**config.mk**
```make
export PLATFORM = sky130hd
export DESIGN_NAME = s2p_frame_ctrl
export DESIGN_NICKNAME = d
export VERILOG_FILES = /design/src/rtl/s2p_frame_ctrl_pkg.sv /design/src/rtl/s2p_frame_ctrl_arb.sv /design/src/rtl/s2p_frame_ctrl.sv
export SDC_FILE = /design/constraint.sdc
export NUM_CORES = 1
export LEC_CHECK = 0
export ABC_AREA = 1
export CORE_AREA = 2 2 67 69
export DETAILED_ROUTE_END_ITERATION = 10
export DIE_AREA = 0 0 69 71
export PLACE_DENSITY = 0.66
export SYNTH_ARGS = -nofsm -noshare
export SYNTH_HDL_FRONTEND = slang
export SYNTH_HIERARCHICAL = 1
export SYNTH_SLANG_ARGS = --single-unit
```
**constraint.sdc**
```tcl
create_clock -name CLK -period 2 [get_ports CLK]
set_clock_uncertainty 0.05 [all_clocks]
set_input_delay 0.5 -clock CLK [delete_from_list [all_inputs] [get_ports CLK]]
set_output_delay 0.5 -clock CLK [all_outputs]
set_load 0.02 [all_outputs]
```
**src/rtl/s2p_frame_ctrl_pkg.sv**
```systemverilog
// Shared s2p_frame_ctrl definitions: register MODO codes,
// controller state encoding and arbiter grant encoding.
package s2p_frame_ctrl_pkg;

  localparam logic [1:0] MODO_PUSH  = 2'b00;
  localparam logic [1:0] MODO_CYCLE = 2'b01;
  localparam logic [1:0] MODO_LOAD  = 2'b10;

  typedef enum logic [2:0] {
    ST_IDLE,
    ST_LOAD,
    ST_SHIFT_TX,
    ST_SHIFT_RX,
    ST_PAR,
    ST_DONE_RX
  } state_e;

  typedef enum logic {
    GRANT_TX = 1'b0,
    GRANT_RX = 1'b1
  } grant_e;

endpackage

```
**src/rtl/s2p_frame_ctrl_arb.sv**
```systemverilog
// Two-way round-robin arbiter between the TX and RX requesters;
// holds the side granted last so a tie goes to the other one.
module s2p_frame_arb
  import s2p_frame_ctrl_pkg::*;
(
  input  logic clk,
  input  logic rst_n,
  input  logic en,
  input  logic tx_req,
  input  logic rx_req,
  output logic grant_tx,
  output logic grant_rx
);

  grant_e last_q, last_d;

  always_comb begin
    grant_tx = 1'b0;
    grant_rx = 1'b0;
    last_d   = last_q;
    if (en && tx_req && (!rx_req || last_q == GRANT_RX)) begin
      grant_tx = 1'b1;
      last_d   = GRANT_TX;
    end else if (en && rx_req) begin
      grant_rx = 1'b1;
      last_d   = GRANT_RX;
    end
  end

  always_ff @(posedge clk or negedge rst_n) begin
    if (!rst_n) last_q <= GRANT_RX;
    else        last_q <= last_d;
  end

endmodule

```
**src/rtl/s2p_frame_ctrl.sv**
```systemverilog
// Half-duplex frame sequencer for one shared s2p_cond register.
// Optional parity bit: define S2P_FRAME_CTRL_PARITY_EN.
module s2p_frame_ctrl
  import s2p_frame_ctrl_pkg::*;
#(
  parameter int WIDTH = 8
) (
  input  logic             CLK,
  input  logic             RESET_L,
  input  logic             TX_VALID,
  input  logic [WIDTH-1:0] TX_DATA,
  output logic             TX_READY,
  input  logic             RX_REQ,
  output logic             RX_VALID,
  output logic [WIDTH-1:0] RX_DATA,
  output logic             RX_PERR,
  input  logic             DIR_CFG,
  input  logic             SER_IN,
  output logic             SER_OUT,
  output logic             SER_OE,
  output logic             BUSY,
  output logic [WIDTH-1:0] SR_D,
  output logic [1:0]       SR_MODO,
  output logic             SR_ENB,
  output logic             SR_DIR,
  output logic             SR_S_IN,
  input  logic [WIDTH-1:0] SR_Q,
  input  logic             SR_S_OUT
);

  localparam int CW = $clog2(WIDTH);

  state_e           state_q, state_d;
  logic [CW-1:0]    cnt_q, cnt_d;
  logic [WIDTH-1:0] tx_buf_q, tx_buf_d;
  logic [WIDTH-1:0] rx_data_q, rx_data_d;
  logic             dir_q, dir_d;
  logic             ser_oe_q, ser_oe_d;
  logic             rx_valid_q, rx_valid_d;
  logic             grant_tx, grant_rx, last_cnt;
`ifdef S2P_FRAME_CTRL_PARITY_EN
  logic             is_tx_q, is_tx_d;
  logic             par_bit_q, par_bit_d;
  logic             par_sel_q, par_sel_d;
  logic             rx_perr_q, rx_perr_d;
`endif

  s2p_frame_arb u_arb (
    .clk      (CLK),
    .rst_n    (RESET_L),
    .en       (state_q == ST_IDLE),
    .tx_req   (TX_VALID),
    .rx_req   (RX_REQ),
    .grant_tx (grant_tx),
    .grant_rx (grant_rx)
  );

  assign last_cnt = (cnt_q == CW'(WIDTH - 1));

  always_comb begin
    state_d    = state_q;
    cnt_d      = cnt_q;
    tx_buf_d   = tx_buf_q;
    rx_data_d  = rx_data_q;
    dir_d      = dir_q;
    ser_oe_d   = 1'b0;
    rx_valid_d = 1'b0;
    SR_ENB     = 1'b0;
    SR_MODO    = MODO_LOAD;
    SR_S_IN    = 1'b0;
`ifdef S2P_FRAME_CTRL_PARITY_EN
    is_tx_d    = is_tx_q;
    par_bit_d  = par_bit_q;
    par_sel_d  = 1'b0;
    rx_perr_d  = rx_perr_q;
`endif
    unique case (state_q)
      ST_IDLE: begin
        if (grant_tx) begin
          tx_buf_d = TX_DATA;
          dir_d    = DIR_CFG;
          state_d  = ST_LOAD;
`ifdef S2P_FRAME_CTRL_PARITY_EN
          is_tx_d  = 1'b1;
`endif
        end else if (grant_rx) begin
          dir_d    = DIR_CFG;
          cnt_d    = '0;
          state_d  = ST_SHIFT_RX;
`ifdef S2P_FRAME_CTRL_PARITY_EN
          is_tx_d  = 1'b0;
`endif
        end
      end
      ST_LOAD: begin
        SR_ENB  = 1'b1;
        cnt_d   = '0;
        state_d = ST_SHIFT_TX;
      end
      ST_SHIFT_TX: begin
        SR_ENB   = 1'b1;
        SR_MODO  = MODO_PUSH;
        ser_oe_d = 1'b1;
        cnt_d    = cnt_q + CW'(1);
        if (last_cnt) begin
`ifdef S2P_FRAME_CTRL_PARITY_EN
          state_d = ST_PAR;
`else
          state_d = ST_IDLE;
`endif
        end
      end
      ST_SHIFT_RX: begin
        SR_ENB  = 1'b1;
        SR_MODO = MODO_PUSH;
        SR_S_IN = SER_IN;
        cnt_d   = cnt_q + CW'(1);
        if (last_cnt) begin
`ifdef S2P_FRAME_CTRL_PARITY_EN
          state_d = ST_PAR;
`else
          state_d = ST_DONE_RX;
`endif
        end
      end
      ST_PAR: begin
`ifdef S2P_FRAME_CTRL_PARITY_EN
        // TX: last data bit shows now, parity bit in the IDLE after
        if (is_tx_q) begin
          ser_oe_d  = 1'b1;
          par_sel_d = 1'b1;
          state_d   = ST_IDLE;
        end else begin
          par_bit_d = SER_IN;
          state_d   = ST_DONE_RX;
        end
`else
        state_d = ST_IDLE;
`endif
      end
      ST_DONE_RX: begin
        rx_data_d  = SR_Q;
        rx_valid_d = 1'b1;
        state_d    = ST_IDLE;
`ifdef S2P_FRAME_CTRL_PARITY_EN
        rx_perr_d  = par_bit_q ^ (^SR_Q);
`endif
      end
      default: state_d = ST_IDLE;
    endcase
  end

  always_ff @(posedge CLK or negedge RESET_L) begin
    if (!RESET_L) begin
      state_q    <= ST_IDLE;
      cnt_q      <= '0;
      tx_buf_q   <= '0;
      rx_data_q  <= '0;
      dir_q      <= 1'b0;
      ser_oe_q   <= 1'b0;
      rx_valid_q <= 1'b0;
    end else begin
      state_q    <= state_d;
      cnt_q      <= cnt_d;
      tx_buf_q   <= tx_buf_d;
      rx_data_q  <= rx_data_d;
      dir_q      <= dir_d;
      ser_oe_q   <= ser_oe_d;
      rx_valid_q <= rx_valid_d;
    end
  end

`ifdef S2P_FRAME_CTRL_PARITY_EN
  always_ff @(posedge CLK or negedge RESET_L) begin
    if (!RESET_L) begin
      is_tx_q   <= 1'b0;
      par_bit_q <= 1'b0;
      par_sel_q <= 1'b0;
      rx_perr_q <= 1'b0;
    end else begin
      is_tx_q   <= is_tx_d;
      par_bit_q <= par_bit_d;
      par_sel_q <= par_sel_d;
      rx_perr_q <= rx_perr_d;
    end
  end

  assign SER_OUT = par_sel_q ? ^tx_buf_q : SR_S_OUT;
  assign RX_PERR = rx_perr_q;
`else
  assign SER_OUT = SR_S_OUT;
  assign RX_PERR = 1'b0;
`endif

  assign TX_READY = grant_tx;
  assign RX_VALID = rx_valid_q;
  assign RX_DATA  = rx_data_q;
  assign SER_OE   = ser_oe_q;
  assign BUSY     = (state_q != ST_IDLE);
  assign SR_D     = tx_buf_q;
  assign SR_DIR   = dir_q;

endmodule

```
## Word-level counts from Yosys, hierarchy flattened

Cells that the tools add are included.

| word-level totals | value |
|---|---|
| output and inout port bits | 27 |
| input bits | 23 |
| logic and storage cells | 55 |
| flip-flop bits (word level) | 26 |

| cells by class | value |
|---|---|
| multiplexer cells | 20 |
| reduce and logical (&&, ||, !) cells | 16 |
| equality and inequality tests | 10 |
| $add $sub $neg | 1 |

Operators with widths:

| kind | count |
|---|---|
| $mux 3 | 6 |
| $pmux 3 s4 | 1 |
| $mux 1 | 11 |
| $pmux 3 s3 | 1 |
| $ne 2x2->1 const B | 4 |
| $eq 3x2->1 const B | 2 |
| $eq 3x3->1 const B | 2 |
| $reduce_and 3->1 | 2 |
| $reduce_bool 3->1 | 2 |
| $reduce_and 2->1 | 2 |
| $reduce_bool 2->1 | 2 |
| $add 3x1->3 const B | 1 |
| $eq 3x1->1 const B | 1 |
| $logic_and 1x1->1 | 3 |
| $logic_not 3->1 | 1 |
| $ne 3x3->1 const B | 1 |
| $reduce_or 3->1 | 1 |
| $mux 2 | 1 |
| $reduce_or 2->1 | 1 |
| $logic_not 1->1 | 1 |
| $logic_or 1x1->1 | 1 |

## Logic depth before layout (Yosys ltp)

| logic depth | value |
|---|---|
| depth after elaboration | 7 |
| depth in mapped cells | 14 |
| depth with buffers taken out | 13 |

## Hierarchy

Netlist, hierarchy kept.

Modules (own cells, without submodules):

| module | area an instance (sq um) | times used | cells each | seq. area each (sq um) |
|---|---|---|---|---|
| s2p_frame_ctrl | 1136.1 | 1 | 128 | 625.6 |
| s2p_frame_arb | 73.8 | 1 | 12 | 26.3 |

## Least setup slack after synthesis

Ideal clock, no wire load.

| timing | value |
|---|---|
| path type | register to register |
| start | reg state_q[2] |
| end | reg state_q[1] |
| data required time | 1837 ps |
| cell stages (with the launch flop) | 13 |
| path slack | 135 ps |
| period minus slack after synthesis | 1865 ps |
| library setup time | 113 ps |
| data arrival time | 1702 ps |
| path buffers | 0 |
| cells stage by stage | dfrtp_1 nor2_4 nand2_8 inv_6 nand2_1 inv_2 nand2_2 inv_1 inv_2 o21ai_0 nand2_1 nand2_1 inv_1 |

| between the ends | value |
|---|---|
| longest elaborated chain between the ends | 6 |
| elaborated cells between the ends (all ways) | 16 |
| those cells by class | eq/ne (6); mux (5); reduce/logical (5) |

RTL lines:

| element | line | source |
|---|---|---|
| from (decl) | s2p_frame_ctrl.sv:33 | `state_e state_q, state_d;` |
| from (signal assigned) | s2p_frame_ctrl.sv:163 | `state_q <= state_d;` |
| $logic_not 3->1 * | s2p_frame_ctrl.sv:51 | `.en (state_q == ST_IDLE),` |
| $logic_and 1x1->1 * (2 in series) | s2p_frame_ctrl_arb.sv:21 | `if (en && tx_req && (!rx_req \|\| last_q == GRANT_RX)) begin` |
| $mux 1 * | s2p_frame_ctrl_arb.sv:21 |  |
| named net TX_READY | s2p_frame_ctrl.sv:12 | `output logic TX_READY,` |
| $mux 3 or $ne 3x3->1 (tied branches) | - |  |
| $pmux 3 s4 or $reduce_and 3->1 (tied branches) | - |  |

Mark *: on every way through the listed nets, which the timed path passes. The rest lies on a longest branch.
A chain may end at the register's enable or synchronous reset.

## Final worst setup path

| timing | value |
|---|---|
| start | reg state_q[2] |
| end | out SR_S_IN |

| between the ends | value |
|---|---|
| longest elaborated chain between the ends | 2 |

RTL lines:

| element | line | source |
|---|---|---|
| $eq 3x2->1 | s2p_frame_ctrl.sv:77 | `unique case (state_q)` |
| $mux 1 | s2p_frame_ctrl.sv:77 |  |
| to (decl) | s2p_frame_ctrl.sv:26 | `output logic SR_S_IN,` |

Every way passes these cells.

==> impl_metrics.py <==
metrics = {
    "outcome": {
        "outcome": "completed",
    },
    "place": {
        "dp_hpwl_mm": 1.99,
        "port_buffers": 45,
        "place_inst": 243,
        "gp_congestion": 0.724,
    },
    "sta": {
        "period_minus_slack_ps": 1940,
        "final_max_slew_viol_count": 0,
        "rsz0062_at_grt": "false",
        "finalHoldViolations": 0,
        "max_clock_freq_ghz": 0.517,
        "setup_viol": 0,
        "fin_crit_sh_pct": 96.8,
    },
    "logic_synthesis": {
        "synth_cells": 140,
        "synth_seq_cells": 26,
        "yosys_warnings": 6,
        "synthesis.area_um2": 1210,
        "yosysUniqueCellTypes": 21,
        "yosysSeqAreaShare_pct": 53.9,
        "syn_avg_cell_area_um2": 8.64,
    },
    "finish": {
        "fin_util_pct": 43.8,
        "final_common_cell": "nand2_1",
        "instances_no_fill": 248,
        "most-common-layout-cells": "69 x nand2_1, 40 x clkdlybuf4s50_1, 25 x dfrtp_1",
        "layout-drive-gt1-share_pct": 17.3,
        "syn_to_final_growth_pct": 52.3,
        "nNetsFinal": 222,
        "diodes": 0,
    },
    "route": {
        "drt-vias-per-instance": 4.15,
        "first_pass_iters": 4,
        "wl_per_cell_um": 10.5,
        "drtIter0Drc": 19,
        "via_count": 1030,
        "wl_mm": 2.59,
        "route.detailed.drc": 0,
        "postRouteAntennaNets": 0,
    },
    "clocking": {
        "htree_num_levels": 1,
        "clock_path_buffers": 2,
        "clock-sinks": 26,
        "cts.clk_slew.worst_paths_ps": 90,
        "cts_tree": "built",
        "cts-buffers-inserted": 3,
        "cts_hold_buffers": 0,
        "clk-insertion-delay-late_ps": 270,
        "clockRootBuffer": "clkbuf_8",
    },
    "global_route": {
        "grt_max_degree": 27,
        "overflow": 0,
        "grt_use_met3_pct": 2.28,
        "track_usage_pct": 10.5,
        "top_usage_layer": "met2",
        "antenna_found_initial": 0,
        "met2_usage_pct": 17.2,
        "grt_pass1_vias": 953,
        "use_met1_pct": 14.5,
        "grt_first_pass_wirelength_mm": 4.28,
    },
    "pwr": {
        "p_seq_share_pct": 32.0,
        "p_switching_w": 0.000987,
        "p_per_area_nw_per_um2": 1380,
        "swShare_pct": 38.7,
        "comb_power_share_pct": 51.0,
        "clockPowerShare_pct": 17.0,
        "p_int_w": 0.00156,
        "irDropWorstVdd_uv": 659,
        "leakagePower_nw": 0.939,
    },
    "setup_path": {
        "reg2reg_slack_ps": 360,
        "reg2reg_to": "cnt_q[0]",
        "critPathLaunchType": "register",
        "worstPathRequired_ps": 1450,
        "critPathArrivalTime_ps": 1390,
        "worstReg2RegStart": "state_q[2]",
        "endpoint_kind": "output pin",
        "crit_fanout": 4,
        "path_class": "reg2out",
        "reg2reg_depth": 14,
    },
    "floorplanning": {
        "ios": 50,
        "die_y_um": 71,
        "die_x_um": 69,
        "fp-row-count": 24,
        "start_util_pct": 28.8,
        "core_um2": 4200,
        "dieArea_um2": 4900,
    },
    "job": {
        "maxCapViolations": 0,
    },
    "worst_hold_path": {
        "holdPathEnd": "SR_D[4]",
        "hp-class": "reg2reg",
        "min_from": "SR_D[4]",
        "whs_path_depth": 2,
    },
}
-- how the worst max path moves through the flow --
stage / startpoint / to / slack [ps] / cells after the start
2_1_floorplan: state_q[2] / state_q[1] / 140 / 12
5_1_grt: state_q[2] / SR_S_IN / 0.2 / 5
6_report: state_q[2] / SR_S_IN / 60 / 5
3_5_place_dp: TX_VALID / TX_READY / -350 / 6
3_3_place_gp: TX_VALID / TX_READY / -300 / 6
4_1_cts: state_q[1] / BUSY / 20 / 4
-- area by class of cell --
cell class                      instances  area, µm²
Sequential cell                        26        652
Fill cell                             435       2360
Clock inverter                          1       30.0
Tap cell                               52       65.1
Clock buffer                            3       41.3
Timing Repair Buffer                   55        520
Inverter                               15       62.6
Multi-Input combinational cell         96        472
-- stage by stage --
step                worst slack (ps)  power (W)  hold slack [ps]  instance area [µm²]  setup TNS (ps)
finish                          65.0    0.00255              428                 1840               0
detailed placement              -352    0.00216              410                 1770            -597
global route                   0.167    0.00272              446                 1840               0
global placement                -303    0.00213              403                 1770            -526
floorplan                        135    0.00157              154                 1210               0
CTS                             23.9    0.00257              433                 1830               0
-- critical path, cell delays in order (launching register included) --
cell             delay [ps]
dfrtp_1                 420
buf_4                   180
inv_1                    70
nand3_1                  90
nor2_1                  100
clkdlybuf4s15_2         260
-- cell usage after synthesis --
cell | n | area [µm²]
a21oi_1 | 1 | 5.00
buf_2 | 1 | 5.00
buf_4 | 3 | 22.5
clkinv_2 | 1 | 5.00
conb_1 | 1 | 3.75
dfrtp_1 | 25 | 626
dfstp_2 | 1 | 26.3
ha_1 | 2 | 25.0
inv_1 | 8 | 30.0
inv_2 | 5 | 18.8
inv_6 | 1 | 8.76
nand2_1 | 69 | 259
nand2_2 | 2 | 12.5
nand2_8 | 2 | 40.0
nand3_1 | 5 | 25.0
nand3_4 | 1 | 17.5
nor2_1 | 6 | 22.5
nor2_4 | 2 | 22.5
nor2_8 | 1 | 20.0
o21ai_0 | 1 | 5.00
o21ai_1 | 2 | 10.0
-- flip-flops by register name, summed over array words and instances (netlist names) --
signal        flops
RX_DATA           8
SER_OE            1
state_q           3
u_arb/last_q      1
cnt_q             3
SR_D              8
SR_DIR            1
RX_VALID          1
-- cell families (layout without fill, tap and decap cells) --
group	after synthesis	count (layout)	share of synthesized area, %
fa+ha+maj	2	2	2.07
other cells	1	2	0.310
compound gates	4	4	1.65
flops	26	26	53.9
buf+inv	19	74	7.45
simple gates	88	88	34.6
-- layer usage --
metal	up-vias	wire length, µm
li1	524	-
met1	476	1220
met2	28	1230
met3	2	131
met4	0	6
met5	-	0
-- power groups by stage --
stage | sequential (W) | clock, W | combinational (W)
final | 0.000815 | 0.000433 | 0.00130
after global routing | 0.000835 | 0.000461 | 0.00143
after CTS | 0.000817 | 0.000444 | 0.00131
after detailed placement | 0.000824 | 0 | 0.00133
after global placement | 0.000819 | 0 | 0.00131
after floorplan | 0.000973 | 0 | 0.000599
-- timing repair --
item	in CTS	in global routing
gates resized for setup	11	4
endpoints found under the setup margin	5	3
pin swaps	0	1
hold endpoints to repair	0	0
buffers inserted	0	1
(Power assumes the default switching activity.)
